<file path="src/rtl/nobl_arbiter.sv">
// nobl_arbiter: two-client round-robin arbiter with bounded bursts in front of a NoBL/ZBT SRAM controller,
// routing returned read words back to their issuer through a fixed-latency tag pipe.
module nobl_arbiter #(
    parameter int WIDTH     = 18,
    parameter int DEPTH     = 19,
    parameter int READ_LAT  = 4,
    parameter int MAX_BURST = 8
) (
    input  logic             clk,
    input  logic             rst,
    input  logic             c0_req,
    input  logic             c0_we,
    input  logic [DEPTH-1:0] c0_addr,
    input  logic [WIDTH-1:0] c0_wdata,
    output logic             c0_ack,
    output logic [WIDTH-1:0] c0_rdata,
    output logic             c0_rvalid,
    input  logic             c1_req,
    input  logic             c1_we,
    input  logic [DEPTH-1:0] c1_addr,
    input  logic [WIDTH-1:0] c1_wdata,
    output logic             c1_ack,
    output logic [WIDTH-1:0] c1_rdata,
    output logic             c1_rvalid,
    output logic [DEPTH-1:0] mem_address,
    output logic [WIDTH-1:0] mem_write_data,
    output logic             mem_write,
    output logic             mem_read,
    input  logic [WIDTH-1:0] mem_read_data,
    input  logic             mem_read_data_valid,
    output logic             err
);
    localparam int CW = $clog2(MAX_BURST + 1);
    logic                last, issue_client, grant, win1, keep, sel_we, tail_v, tail_c;
    logic [CW-1:0]       cnt;
    logic [READ_LAT-1:0] tag_v, tag_c;
    // cnt is nonzero only when the previous cycle was a grant, which always went to last
    always_comb begin
        keep   = (cnt != '0) && (cnt < CW'(MAX_BURST));
        win1   = c1_req & (~c0_req | (keep ? last : ~last));
        grant  = (c0_req | c1_req) & ~rst;
        sel_we = win1 ? c1_we : c0_we;
        c0_ack = grant & ~win1;
        c1_ack = grant & win1;
    end
    assign tail_v    = tag_v[READ_LAT-1];
    assign tail_c    = tag_c[READ_LAT-1];
    assign c0_rdata  = mem_read_data;
    assign c1_rdata  = mem_read_data;
    assign c0_rvalid = mem_read_data_valid & tail_v & ~tail_c & ~rst;
    assign c1_rvalid = mem_read_data_valid & tail_v & tail_c & ~rst;
    always_ff @(posedge clk) begin
        if (rst) begin
            mem_write      <= 1'b0;
            mem_read       <= 1'b0;
            mem_address    <= '0;
            mem_write_data <= '0;
            issue_client   <= 1'b0;
            last           <= 1'b1;
            cnt            <= '0;
            tag_v          <= '0;
            tag_c          <= '0;
            err            <= 1'b0;
        end else begin
            mem_write    <= grant & sel_we;
            mem_read     <= grant & ~sel_we;
            issue_client <= win1;
            if (grant) begin
                mem_address    <= win1 ? c1_addr : c0_addr;
                mem_write_data <= win1 ? c1_wdata : c0_wdata;
                last           <= win1;
                cnt            <= (win1 == last && cnt != '0) ?
                                  ((cnt == CW'(MAX_BURST)) ? cnt : cnt + 1'b1) : CW'(1);
            end else begin
                cnt <= '0;
            end
            tag_v <= (tag_v << 1) | READ_LAT'(mem_read);
            tag_c <= (tag_c << 1) | READ_LAT'(issue_client);
            err   <= err | (mem_read_data_valid ^ tail_v);
        end
    end
endmodule

</file>
<file path="config.mk">
export PLATFORM = sky130hd
export DESIGN_NAME = nobl_arbiter
export DESIGN_NICKNAME = d
export VERILOG_FILES = /design/src/rtl/nobl_arbiter.sv
export SDC_FILE = /design/constraint.sdc
export NUM_CORES = 1
export LEC_CHECK = 0
export ABC_AREA = 1
export BUFFER_PORTS_ARGS = -buffer_cell sky130_fd_sc_hd__buf_2
export CORE_ASPECT_RATIO = 0.75
export CORE_UTILIZATION = 38
export CTS_CLUSTER_SIZE = 20
export DETAILED_ROUTE_END_ITERATION = 10
export GPL_TIMING_DRIVEN = 0
export PLACE_DENSITY = 0.77
export SETUP_SLACK_MARGIN = 0.1
export SLEW_MARGIN = 0
export SYNTH_ARGS = -nofsm -noshare
export SYNTH_HDL_FRONTEND = slang
export SYNTH_SLANG_ARGS = --single-unit
</file>
<file path="constraint.sdc">
create_clock -name clk -period 1.5 [get_ports clk]
set_clock_uncertainty 0.1 [all_clocks]
set_input_delay 0.3 -clock clk [delete_from_list [all_inputs] [get_ports clk]]
set_output_delay 0.3 -clock clk [all_outputs]
set_load 0.005 [all_outputs]
</file>
# Yosys cells after proc, flatten, opt, wreduce, memory -nomap -nowiden
# Index checks and enable logic that the tools add are counted.
totals:
  ff_bits: 54
  elab_cells: 52
classes:
  n_addsub: 1
  order_cmp: 1
  n_eq_ne: 3
  n_mux: 6
  n_bitwise: 25
  n_reduce_logical: 5
ops:
  columns: ["operator", "n"]
  rows:
  - ["19-bit 2-to-1 mux", 1]
  - ["18-bit 2-to-1 mux", 1]
  - ["1-bit bitwise AND", 11]
  - ["1-bit NOT", 8]
  - ["4-bit by 1-bit OR with 4-bit output", 2]
  - ["4-bit by 1-bit adder with 4-bit output (second input constant)", 1]
  - ["4-bit equality test (second input constant)", 1]
  - ["4-bit less-than comparator (second input constant)", 1]
  - ["1-bit 2-to-1 mux", 4]
  - ["4-bit nonzero test", 1]
  - ["1-bit OR", 3]
  - ["3-bit OR reduction", 1]
  - ["1-bit logical AND", 2]
  - ["2-bit != test (second input constant)", 1]
  - ["2-bit OR reduction", 1]
  - ["1-bit equality test", 1]
  - ["1-bit bitwise XOR", 1]

# Depth between registers and ports, before layout
# Gate-level depths: netlist of run 1.
logic_depth:
  word_depth: 9
  ltp_mapped: 12
  depth_no_buf: 11

# Worst setup path after synthesis of run 1
# No wires, ideal clock.
synth_path:
  path_type: "reg-to-output"
  startpoint: "register cnt[0]"
  endpoint: "output port c0_ack"
  arrival_ns: 1.285
  required_time_ns: 1.100
  path_slack_ns: -0.185
  stages_incl_launch_ff: 11
  n_path_buf: 1
  path_cell_list: "dfxtp_1 -> inv_1 -> ha_1 -> nand2_2 -> nand2_1 -> nand2_1 -> nand3_2 -> nand2_4 -> inv_1 -> buf_4 -> nor2_1"
synth_via:
  elab_chain_cells: 7
  elab_cells_between_ends: 8
  cone_classes: "order compare (1); mux (1); bitwise (4); reduce/logical (2)"
synth_lines:
  columns: ["item", "line", "rtl"]
  rows:
  - ["start: declaration", "35", "logic [CW-1:0] cnt;"]
  - ["start signal: assignment", "72", "cnt <= (win1 == last && cnt != '0) ?"]
  - ["4-bit less-than comparator or 4-bit nonzero test (tied branches)", "39", "keep = (cnt != '0) && (cnt < CW'(MAX_BURST));"]
  - ["1-bit logical AND (*)", "39", null]
  - ["1-bit 2-to-1 mux (*)", "40", "win1 = c1_req & (~c0_req | (keep ? last : ~last));"]
  - ["1-bit OR (*)", "40", null]
  - ["1-bit bitwise AND (*)", "40", null]
  - ["1-bit NOT (*)", "43", "c0_ack = grant & ~win1;"]
  - ["1-bit bitwise AND (*)", "43", null]
  - ["end: declaration", "15", "output logic c0_ack,"]
# Mark *: on every way between the ends. The rest lies on a longest branch, timed or not.

# Worst setup path after layout of run 1
layout_path:
  startpoint: "register cnt[1]"
  endpoint: "output port c0_ack"
# Same word-level chain as after synthesis.

==> metrics.txt, run 1 <==
# TYPE chip_impl_metric gauge
chip_impl_info{name="run_status",value="finished with violations"} 1
chip_impl_info{name="violated_checks",value="design-rule violations, negative setup slack"} 1
chip_impl_metric{name="timing.final.ws_setup",unit="ns"} -0.483
chip_impl_metric{name="drt_first_iter_violations",unit=""} 126
chip_impl_metric{name="post-route-util",unit=""} 0.637
chip_impl_metric{name="slew_violations",unit=""} 0
chip_impl_metric{name="detailedPlacementHpwl",unit="µm"} 5580
chip_impl_metric{name="cp.required",unit="ns"} 1.10
chip_impl_metric{name="fin_hold_ws",unit="ns"} 0.101
chip_impl_info{name="post_synth_main_area_contributors",value="dfxtp_1 (41%), nand2_1 (11%), buf_4 (11%)"} 1
chip_impl_metric{name="ys.warnings.count",unit=""} 0
chip_impl_metric{name="final_cell_area",unit="µm²"} 4130
chip_impl_metric{name="fp.dieH",unit="µm"} 73.9
chip_impl_metric{name="avgSynthCellArea",unit="µm²"} 7.37
chip_impl_metric{name="power_per_cell_area",unit="nW/µm²"} 809
chip_impl_metric{name="syn2layout_area_growth",unit="%"} 57.3
chip_impl_metric{name="synth_compound_gate_area_share",unit=""} 0.163
chip_impl_metric{name="share_of_synthesized_area_occupied_by_flip_flops_and_latches",unit=""} 0.412
chip_impl_info{name="criticalPathCategory",value="reg -> out"} 1
chip_impl_metric{name="dr_total_vias",unit=""} 2817
chip_impl_metric{name="global_route.usage.met1",unit=""} 0.230
chip_impl_metric{name="hold_viol_final",unit=""} 0
chip_impl_metric{name="cts_made_buffers",unit=""} 5
chip_impl_info{name="min_path_type",value="in -> reg"} 1
chip_impl_metric{name="cts.htree.levels",unit=""} 2
chip_impl_info{name="grt_setup_unrepaired",value="true"} 1
chip_impl_metric{name="area_share_of_xor_xnor_cells_in_the_synthesized_design",unit=""} 0.00668
chip_impl_metric{name="cts_num_sinks",unit=""} 54
chip_impl_metric{name="grt_max_degree",unit=""} 15
chip_impl_metric{name="synth_simple_gate_area_share",unit=""} 0.191
chip_impl_metric{name="post-route-drc-count",unit=""} 12
chip_impl_metric{name="dpl_cell_area",unit="µm²"} 3560
chip_impl_metric{name="io_buffers",unit=""} 159
chip_impl_metric{name="postSynthCellCount",unit=""} 356
chip_impl_info{name="crit_path_start_kind",value="flip-flop"} 1
chip_impl_metric{name="layout_min_cycle_time",unit="ns"} 1.98
chip_impl_metric{name="worst_setup_hold_path_clk_slew",unit="ns"} 0.09
chip_impl_metric{name="gp_congestion",unit=""} 0.757
chip_impl_metric{name="final_setup_vio_count",unit=""} 47
chip_impl_metric{name="wire_per_inst",unit="µm"} 12.8
chip_impl_metric{name="grt_antenna_before_repair",unit=""} 0
chip_impl_metric{name="fmax",unit="MHz"} 504
chip_impl_info{name="main_combinational_cell_family_by_area_after_synthesis",value="buffers and inverters"} 1
chip_impl_metric{name="ant_nets",unit=""} 0
chip_impl_metric{name="cts_hold_repair.buffers",unit=""} 0
chip_impl_metric{name="met2_grt_util",unit=""} 0.379
chip_impl_metric{name="synth_largest_type_area_fraction",unit=""} 0.412
chip_impl_metric{name="timing.critical_path.fanout_max",unit=""} 4
chip_impl_metric{name="grt.total_usage",unit=""} 0.199
chip_impl_metric{name="antenna-diode-count",unit=""} 0
chip_impl_info{name="mostFrequentLayoutCell",value="buf_2"} 1
chip_impl_metric{name="core",unit="µm²"} 6470
chip_impl_info{name="cts_root_buf",value="clkbuf_8"} 1
chip_impl_metric{name="die_width",unit="µm"} 97.9
chip_impl_info{name="grt_most_used_layer",value="met2"} 1
chip_impl_metric{name="worst_ir_drop_vdd",unit="mV"} 0.424
chip_impl_metric{name="leakage",unit="nW"} 2.21
chip_impl_metric{name="floorplan.io_pins",unit=""} 179
chip_impl_metric{name="first_global_vias",unit=""} 2531
chip_impl_metric{name="routed_wl",unit="µm"} 7950
chip_impl_metric{name="post_synth_instance_area",unit="µm²"} 2620
chip_impl_info{name="final_cell_mix",value="buf_2 (164), nand2_1 (71), dfxtp_1 (51)"} 1
chip_impl_metric{name="synth-seq-cells",unit=""} 54
chip_impl_info{name="largest_area_contributor_in_the_netlist",value="dfxtp_1"} 1
chip_impl_metric{name="rows",unit=""} 25
chip_impl_metric{name="period_share",unit=""} 1.32
chip_impl_metric{name="drt_first_pass_iters",unit=""} 8
chip_impl_metric{name="fin_nets",unit=""} 644
chip_impl_info{name="critical_path.endpoint_type",value="output port"} 1
chip_impl_info{name="cts_tree",value="yes"} 1
chip_impl_metric{name="critPathArrivalTime",unit="ns"} 1.58
chip_impl_metric{name="worst-slew-pin-transition",unit="ns"} 0.633
chip_impl_metric{name="floorplan.die_area",unit="µm²"} 7240
chip_impl_metric{name="global_route.overflow_total",unit=""} 0
chip_impl_metric{name="yosys.area_share.adder",unit=""} 0.0143
chip_impl_metric{name="cell_variety_after_synth",unit=""} 25
chip_impl_metric{name="max-slew-margin-rel",unit=""} 0.576
chip_impl_metric{name="drive_above_1_share",unit=""} 0.549
chip_impl_metric{name="drt-vias-per-instance",unit=""} 4.53
chip_impl_metric{name="cts_max_path_buffers",unit=""} 2
chip_impl_metric{name="timing.max_cap.violations",unit=""} 0
chip_impl_metric{name="worst_skew_pair.late_latency",unit="ns"} 0.29
chip_impl_metric{name="floorplan.initialDensity",unit=""} 0.405
chip_impl_metric{name="use_met3",unit=""} 0.0423
chip_impl_metric{name="grt_pass1_wl",unit="µm"} 11500
chip_impl_metric{name="multiplexer_fraction_of_the_synthesized_cell_area",unit=""} 0
chip_impl_metric{name="synthesis.nets",unit=""} 458
[flip-flops by register name (all words and copies together), names as in the netlist]
register and count:
mem_write 1, mem_address 19, mem_write_data 18, tag_v 4, last 1, mem_read 1
tag_c 4, cnt 4, issue_client 1, err 1
[cells in the mapped netlist (all sizes together)]
cell,n
a21oi,30
ha,3
dfxtp,54
nand2,77
xor2,2
nor3,1
inv,47
o21ai,47
nor2,29
and2,1
nor3b,1
nand3,11
buf,49
clkbuf,4
[routing by layer]
layer,part of all wire,wire (µm),up-vias
met5,0,0,-
met4,0.0060,48,0
met3,0.067,531,6
met2,0.52,4100,94
met1,0.41,3280,1280
li1,-,-,1437
[critical path, cell delays in order (launching register included)]
cell     delay, ns
dfxtp_2       0.35
inv_2         0.05
ha_4          0.15
nand2_4       0.06
nand2_1       0.05
nand2_1       0.06
nand3_2       0.10
nand2_4       0.13
inv_4         0.05
buf_8         0.11
nor2_4        0.06
buf_2         0.11
[cell type report]
cell class,count,area [µm²]
tap,81,101
timing repair buffer,179,1050
buffer,53,453
fill,561,2350
clock buffer,6,82.6
multi-input combinational,202,1170
inverter,47,179
sequential,54,1080
[power breakdown]
| part | internal [W] | total (W) | leakage, nW | switching [W] |
|---|---|---|---|---|
| Clock | 0.000357 | 0.000795 | 0.0431 | 0.000437 |
| Combinational | 0.000510 | 0.000947 | 1.72 | 0.000437 |
| Sequential | 0.00154 | 0.00160 | 0.448 | 0.0000533 |
| Total | 0.00241 | 0.00334 | 2.21 | 0.000928 |
[kinds of logic after synthesis]
logic type                 after synthesis
AOI/OAI and AO/OA                       77
DFF                                     54
xor gates and xnor gates                 2
and+or+nand+nor                        120
adders and majority gates                3
buffers and inverters                  100
[stage by stage]
stage | total power [W] | setup TNS, ns | cells | setup WS (ns)
2_1_floorplan | 0.00201 | -0.833 | 356 | -0.0705
5_1_grt | 0.00352 | -19.35 | 622 | -0.573
4_1_cts | 0.00322 | -10.38 | 612 | -0.478
6_report | 0.00334 | -15.62 | 622 | -0.483
3_3_place_gp | 0.00232 | -8.41 | 596 | -0.273
3_5_place_dp | 0.00234 | -9.07 | 596 | -0.311
[path summary, 6_finish.rpt]
check	start	end	slack [ns]	cells past startpoint
max reg2reg	cnt[1]	cnt[1]	-0.43	13
min reg2reg	tag_v[2]	tag_v[3]	0.31	2
min	c1_addr[9]	mem_address[9]	0.10	3
max	cnt[1]	c0_ack	-0.48	11
[timing repair]
action | in CTS | in global routing
hold endpoints to repair | 0 | 0
setup buffers | 9 | 7
resized for setup | 41 | 56
pin swaps | 4 | 8
gates cloned | 1 | 3
setup endpoints to repair | 49 | 49
Note: power is estimated with default switching activity, not from simulation.
==> run 2: changes to the inputs <==
Settings changed: ABC_AREA 1 to default, CORE_UTILIZATION 38 to 37, PLACE_DENSITY 0.77 to 0.76.
==> metrics.txt, run 2 <==
# TYPE chip_impl_metric gauge
chip_impl_metric{name="total_power",unit="W"} 0.00345
chip_impl_info{name="critical_path.endpoint_type",value="output port"} 1
chip_impl_metric{name="detailedPlacementHpwl",unit="µm"} 5280
chip_impl_metric{name="gp_congestion",unit=""} 0.870
chip_impl_metric{name="layout_min_cycle_time",unit="ns"} 2.39
chip_impl_metric{name="drive_above_1_share",unit=""} 0.613
chip_impl_info{name="crit_path_start_kind",value="flip-flop"} 1
chip_impl_metric{name="post-route-drc-count",unit=""} 12
chip_impl_metric{name="worst_setup_hold_path_clk_slew",unit="ns"} 0.10
chip_impl_metric{name="drt_first_pass_iters",unit=""} 8
chip_impl_metric{name="hold_viol_final",unit=""} 0
chip_impl_metric{name="synth-edff-count",unit=""} 0
chip_impl_metric{name="timing.max_cap.violations",unit=""} 0
chip_impl_metric{name="share_of_synthesized_area_occupied_by_flip_flops_and_latches",unit=""} 0.419
chip_impl_info{name="cts_tree",value="yes"} 1
chip_impl_info{name="grt_setup_unrepaired",value="true"} 1
chip_impl_metric{name="cts_hold_repair.buffers",unit=""} 0
chip_impl_metric{name="timing.critical_path.fanout_max",unit=""} 4
chip_impl_info{name="largest_area_contributor_in_the_netlist",value="dfxtp_1"} 1
chip_impl_info{name="mostFrequentLayoutCell",value="buf_2"} 1
chip_impl_info{name="critical_path.cell_chain",value="inv_2 > ha_4 > nor2b_4 > or3_1 > buf_6 > a311oi_4 > buf_6 > buf_6"} 1
chip_impl_metric{name="ant_nets",unit=""} 0
chip_impl_metric{name="grt_pass1_wl",unit="µm"} 11100
chip_impl_metric{name="floorplan.initialDensity",unit=""} 0.397
chip_impl_metric{name="final_setup_vio_count",unit=""} 44
chip_impl_metric{name="ys.warnings.count",unit=""} 0
chip_impl_info{name="final_cell_mix",value="buf_2 (159), buf_4 (52), dfxtp_1 (50)"} 1
chip_impl_metric{name="synth_async_sr_flop_share",unit=""} 0
chip_impl_metric{name="drt-vias-per-instance",unit=""} 4.94
chip_impl_metric{name="slew_violations",unit=""} 0
chip_impl_metric{name="fin_nets",unit=""} 548
chip_impl_metric{name="core",unit="µm²"} 6510
chip_impl_metric{name="global_route.overflow_total",unit=""} 0
chip_impl_metric{name="avgSynthCellArea",unit="µm²"} 10.2
chip_impl_metric{name="worst_skew_pair.late_latency",unit="ns"} 0.30
chip_impl_metric{name="power_per_cell_area",unit="nW/µm²"} 849
chip_impl_metric{name="timing.final.ws_setup",unit="ns"} -0.886
chip_impl_info{name="criticalPathCategory",value="reg -> out"} 1
chip_impl_metric{name="drt_first_iter_violations",unit=""} 83
chip_impl_metric{name="post_synth_instance_area",unit="µm²"} 2580
chip_impl_metric{name="cp.required",unit="ns"} 1.10
chip_impl_info{name="post_synth_main_area_contributors",value="dfxtp_1 (42%), a221o_1 (13%), buf_4 (10%)"} 1
chip_impl_metric{name="worst-slew-pin-transition",unit="ns"} 0.998
chip_impl_metric{name="fmax",unit="MHz"} 419
chip_impl_metric{name="critPathArrivalTime",unit="ns"} 1.99
chip_impl_metric{name="worst-r2r-cell-count",unit=""} 9
chip_impl_metric{name="io_buffers",unit=""} 160
chip_impl_metric{name="synthesis.nets",unit=""} 356
chip_impl_metric{name="floorplan.die_area",unit="µm²"} 7320
chip_impl_metric{name="cell_variety_after_synth",unit=""} 41
chip_impl_info{name="dominantRegCellSynth",value="dfxtp_1"} 1
chip_impl_metric{name="worst_ir_drop_vdd",unit="mV"} 0.447
chip_impl_metric{name="nFillCells",unit=""} 521
chip_impl_metric{name="dr_total_vias",unit=""} 2606
chip_impl_metric{name="wire_per_inst",unit="µm"} 14.2
chip_impl_metric{name="grt_antenna_before_repair",unit=""} 0
chip_impl_metric{name="cts_num_sinks",unit=""} 54
chip_impl_metric{name="antenna-diode-count",unit=""} 0
chip_impl_metric{name="fp.dieH",unit="µm"} 74.3
chip_impl_metric{name="postSynthCellCount",unit=""} 254
chip_impl_metric{name="die_width",unit="µm"} 98.4
chip_impl_metric{name="worstHoldPathCells",unit=""} 2
chip_impl_metric{name="cts_max_path_buffers",unit=""} 2
chip_impl_info{name="synth.top_cells.by_count",value="dfxtp_1 (54), buf_4 (36), and2_1 (35), a221o_1 (34), nor2b_1 (10)"} 1
chip_impl_metric{name="cts.htree.levels",unit=""} 2
chip_impl_metric{name="floorplan.io_pins",unit=""} 179
chip_impl_metric{name="leakage",unit="nW"} 2.04
chip_impl_metric{name="grt_max_degree",unit=""} 18
chip_impl_info{name="largest_registers",value="mem_address: 19 flops, mem_write_data: 18 flops"} 1
chip_impl_metric{name="max-slew-margin-rel",unit=""} 0.330
chip_impl_metric{name="synth-seq-cells",unit=""} 54
chip_impl_metric{name="post-route-util",unit=""} 0.625
chip_impl_info{name="cts_root_buf",value="clkbuf_8"} 1
chip_impl_metric{name="first_global_vias",unit=""} 2395
chip_impl_info{name="crit_slowest_cell",value="dfxtp_2"} 1
chip_impl_metric{name="grt.total_usage",unit=""} 0.193
chip_impl_info{name="min_path_type",value="in -> reg"} 1
chip_impl_metric{name="syn2layout_area_growth",unit="%"} 57.6
chip_impl_metric{name="period_share",unit=""} 1.59
chip_impl_metric{name="largest_register_ffs",unit=""} 19
chip_impl_info{name="registers.top_by_ff_count",value="mem_address"} 1
chip_impl_metric{name="max_stage_delay",unit="ns"} 0.35
chip_impl_info{name="violated_checks",value="design-rule violations, negative setup slack"} 1
chip_impl_metric{name="synth_largest_type_area_fraction",unit=""} 0.419
chip_impl_metric{name="routed_wl",unit="µm"} 7490
chip_impl_info{name="synthMostInstantiatedCell",value="dfxtp_1"} 1
chip_impl_metric{name="cts_made_buffers",unit=""} 5
chip_impl_metric{name="rows",unit=""} 25
chip_impl_info{name="critPathMostFrequentCell",value="buf_6"} 1
chip_impl_info{name="run_status",value="finished with violations"} 1
==> run 2: layer usage <==
metal,up-vias,part of all wire,global-route usage
li1,1274,-,-
met5,-,0,0
met2,140,0.49,0.345
met1,1184,0.40,0.232
met3,8,0.10,0.0479
met4,0,0.011,0.0680
==> run 2: worst paths after layout <==
kind | start | end | slack (ns)
worst max-delay path | cnt[0] | c0_ack | -0.89
worst max register to register | cnt[0] | mem_write_data[10] | -0.76
worst min-delay path | c0_wdata[6] | mem_write_data[6] | 0.12
worst min register to register | tag_v[1] | tag_v[2] | 0.35
==> run 2: cell type report <==
| cell class | instances | area (µm²) | share of cell area |
|---|---|---|---|
| buffer | 53 | 440 | 0.108 |
| clock buffer | 6 | 82.6 | 0.0203 |
| clock inverter | 2 | 38.8 | 0.00953 |
| inverter | 5 | 18.8 | 0.00461 |
| multi-input combinational | 140 | 1210 | 0.298 |
| sequential | 54 | 1090 | 0.267 |
| tap | 81 | 101 | 0.0249 |
| timing repair buffer | 187 | 1090 | 0.268 |
==> run 2: what timing repair did <==
action | in CTS | in global routing
buffers inserted | 14 | 12
endpoints found under the setup margin | 49 | 49
cloned | 2 | 0
resized for setup | 45 | 9
pin swaps | 27 | 16
==> run 2: where the power goes <==
group          switching [W]  internal [W]  total [W]
Clock               0.000476      0.000550    0.00103
Sequential         0.0000495       0.00154    0.00159
Combinational       0.000334      0.000500   0.000834
==> run 2: logic make-up after synthesis <==
family          synth area share
flops                      0.419
xor+xnor                 0.00339
fa+ha+maj                 0.0145
mux                       0.0194
compound gates             0.202
simple gates               0.183
buf+inv                    0.159
==> run 2: worst max-delay path: cells and delay by family, from the launching register on <==
family,cells,cell delay (ns)
buffers and inverters,4,0.42
AND/OR/NAND/NOR,2,0.45
flip-flops,1,0.35
AO/OA/AOI/OAI,1,0.30
adder cells (fa/ha/maj),1,0.15
==> run 2: per-stage QoR <==
step                setup WS (ns)  TNS, ns  hold slack [ns]  std cells  area, µm²
CTS                         -1.07   -33.55            0.105        519       3980
floorplan                  -0.692   -25.41            0.314        254       2630
finish                     -0.886   -28.42            0.115        528       4070
detailed placement          -1.08   -34.83            0.326        495       3530
global placement            -1.08   -33.85            0.317        495       3530
global route               -0.955   -29.85            0.102        528       4070
==> run 3: changes to the inputs <==
Settings changed: REMOVE_ABC_BUFFERS from default to 1.
==> metrics.txt, run 3 (same netlist as run 2, synthesis figures left out) <==
# TYPE chip_impl_metric gauge
chip_impl_metric{name="routed_wl",unit="µm"} 7120
chip_impl_info{name="crit_path_start_kind",value="flip-flop"} 1
chip_impl_metric{name="grt_pass1_wl",unit="µm"} 10600
chip_impl_metric{name="timing.max_cap.violations",unit=""} 0
chip_impl_metric{name="dpl_cell_area",unit="µm²"} 2950
chip_impl_metric{name="power.combinational.fraction",unit=""} 0.208
chip_impl_metric{name="p_switching",unit="W"} 0.000774
chip_impl_metric{name="cts.htree.levels",unit=""} 2
chip_impl_info{name="min_path_type",value="in -> reg"} 1
chip_impl_info{name="largest_registers",value="mem_address: 19 flops, mem_write_data: 18 flops"} 1
chip_impl_info{name="grt_setup_unrepaired",value="true"} 1
chip_impl_metric{name="max_stage_delay",unit="ns"} 0.44
chip_impl_info{name="cts_root_buf",value="clkbuf_8"} 1
chip_impl_metric{name="floorplan.die_area",unit="µm²"} 7320
chip_impl_metric{name="grt_antenna_before_repair",unit=""} 0
chip_impl_metric{name="die_width",unit="µm"} 98.4
chip_impl_metric{name="timing.final.ws_setup",unit="ns"} -0.820
chip_impl_metric{name="cts_max_path_buffers",unit=""} 2
chip_impl_metric{name="share_seq_of_total_power",unit=""} 0.533
chip_impl_info{name="critical_path.cell_chain",value="inv_2 > ha_4 > nor2b_4 > buf_4 > or4_4 > and4b_4 > buf_2"} 1
chip_impl_info{name="criticalPathCategory",value="reg -> out"} 1
chip_impl_info{name="critPathTopFamily",value="simple AND/OR/NAND/NOR gates"} 1
chip_impl_metric{name="cts_made_buffers",unit=""} 5
chip_impl_metric{name="antenna-diode-count",unit=""} 0
chip_impl_metric{name="power.share.clock",unit=""} 0.259
chip_impl_metric{name="hold_viol_final",unit=""} 0
chip_impl_metric{name="wire_per_inst",unit="µm"} 16.3
chip_impl_metric{name="gp_congestion",unit=""} 0.719
chip_impl_metric{name="dp_cells",unit=""} 407
chip_impl_metric{name="largest_register_ffs",unit=""} 19
chip_impl_info{name="crit_slowest_cell",value="or4_4"} 1
chip_impl_metric{name="floorplan.initialDensity",unit=""} 0.397
chip_impl_metric{name="worst_setup_hold_path_clk_slew",unit="ns"} 0.10
chip_impl_metric{name="cp.required",unit="ns"} 1.10
chip_impl_metric{name="power_switching_share",unit=""} 0.259
chip_impl_metric{name="floorplan.io_pins",unit=""} 179
chip_impl_metric{name="leakage",unit="nW"} 1.60
chip_impl_metric{name="grt_max_degree",unit=""} 25
chip_impl_info{name="mostFrequentLayoutCell",value="buf_2"} 1
chip_impl_metric{name="power_per_cell_area",unit="nW/µm²"} 888
chip_impl_info{name="cts_tree",value="yes"} 1
chip_impl_metric{name="drt-vias-per-instance",unit=""} 5.18
chip_impl_info{name="final_cell_mix",value="buf_2 (124), dfxtp_1 (49), and2_1 (35)"} 1
chip_impl_metric{name="rows",unit=""} 25
chip_impl_metric{name="drt_first_iter_violations",unit=""} 109
chip_impl_metric{name="io_buffers",unit=""} 124
chip_impl_metric{name="final_cell_area",unit="µm²"} 3370
chip_impl_metric{name="worst-slew-pin-transition",unit="ns"} 0.480
chip_impl_metric{name="layout_min_cycle_time",unit="ns"} 2.32
chip_impl_metric{name="period_share",unit=""} 1.55
chip_impl_info{name="registers.top_by_ff_count",value="mem_address"} 1
chip_impl_info{name="critical_path.endpoint_type",value="output port"} 1
chip_impl_metric{name="ant_nets",unit=""} 0
chip_impl_metric{name="global_route.overflow_total",unit=""} 0
chip_impl_metric{name="instances_no_fill",unit=""} 438
chip_impl_metric{name="critPathArrivalTime",unit="ns"} 1.92
chip_impl_metric{name="syn2layout_area_growth",unit="%"} 30.6
chip_impl_metric{name="fmax",unit="MHz"} 431
chip_impl_metric{name="core",unit="µm²"} 6510
chip_impl_metric{name="timing.critical_path.fanout_max",unit=""} 5
chip_impl_metric{name="worst-path-buf-inv",unit=""} 3
chip_impl_metric{name="fp.dieH",unit="µm"} 74.3
chip_impl_metric{name="worst_skew_pair.late_latency",unit="ns"} 0.30
chip_impl_info{name="run_status",value="finished with violations"} 1
chip_impl_metric{name="dr_total_vias",unit=""} 2267
chip_impl_metric{name="max-slew-margin-rel",unit=""} 0.680
chip_impl_metric{name="detailedPlacementHpwl",unit="µm"} 4620
chip_impl_metric{name="slew_violations",unit=""} 0
chip_impl_metric{name="cts_num_sinks",unit=""} 54
chip_impl_metric{name="cellInternalPower",unit="W"} 0.00222
chip_impl_metric{name="post-route-util",unit=""} 0.518
chip_impl_info{name="violated_checks",value="design-rule violations, negative setup slack"} 1
chip_impl_metric{name="final_setup_vio_count",unit=""} 44
chip_impl_metric{name="post-route-drc-count",unit=""} 9
chip_impl_metric{name="grt.total_usage",unit=""} 0.189
chip_impl_metric{name="drt_first_pass_iters",unit=""} 7
chip_impl_metric{name="first_global_vias",unit=""} 2128
chip_impl_metric{name="fin_nets",unit=""} 459
chip_impl_metric{name="drive_above_1_share",unit=""} 0.529
chip_impl_metric{name="worst_ir_drop_vdd",unit="mV"} 0.379
[run 3: area by class of cell]
type | instances | area, µm²
Clock buffer | 6 | 72.6
Clock inverter | 1 | 7.51
Fill cell | 578 | 3130
Inverter | 5 | 18.8
Multi-Input combinational cell | 141 | 1200
Sequential cell | 54 | 1090
Tap cell | 81 | 101
Timing Repair Buffer | 150 | 882
[run 3: power by group through the flow]
stage                     clock network, W  logic, W  registers, W
after floorplan                          0  0.000205       0.00163
after global placement                   0  0.000474       0.00162
after detailed placement                 0  0.000498       0.00163
after CTS                         0.000807  0.000591       0.00160
after global routing              0.000870  0.000680       0.00161
final                             0.000774  0.000624       0.00160
[run 3: through the flow]
step / TNS [ns] / hold slack [ns] / total power [W] / setup slack [ns]
after CTS: -27.96 / 0.104 / 0.00299 / -0.815
after global placement: -79.17 / 0.315 / 0.00210 / -2.10
final: -29.92 / 0.113 / 0.00299 / -0.820
after global routing: -32.81 / 0.0973 / 0.00316 / -0.871
after floorplan: -41.88 / 0.269 / 0.00184 / -1.12
after detailed placement: -55.26 / 0.325 / 0.00212 / -1.62
[run 3: per-layer routing]
metal | track usage | vias up | wire (µm)
li1 | - | 1095 | -
met1 | 0.237 | 1040 | 3150
met2 | 0.308 | 126 | 3230
met3 | 0.0827 | 6 | 690
met4 | 0.0249 | 0 | 55
met5 | 0.0321 | - | 0
[run 3: worst reg2reg max path, delay by kind of cell, from the launching register on]
family                   cells  cell delay [ns]
AO/OA/AOI/OAI                1             0.31
AND/OR/NAND/NOR              3             0.80
adder cells (fa/ha/maj)      1             0.15
flip-flops                   1             0.35
buffers and inverters        4             0.46
[run 3: path summary, 6_finish.rpt]
kind | from | end | slack [ns] | cells past startpoint
worst min-delay path | c1_addr[11] | mem_address[11] | 0.11 | 2
worst max register to register | cnt[0] | mem_address[9] | -0.79 | 9
worst min register to register | tag_c[2] | tag_c[3] | 0.34 | 1
worst max-delay path | cnt[0] | c1_ack | -0.82 | 7
[run 3: repair_timing]
action | CTS | global route
pin swaps | 11 | 4
setup buffers | 13 | 9
gates resized for setup | 32 | 8
hold buffers | 0 | 0
setup endpoints to repair | 49 | 49
gates cloned | 2 | 0
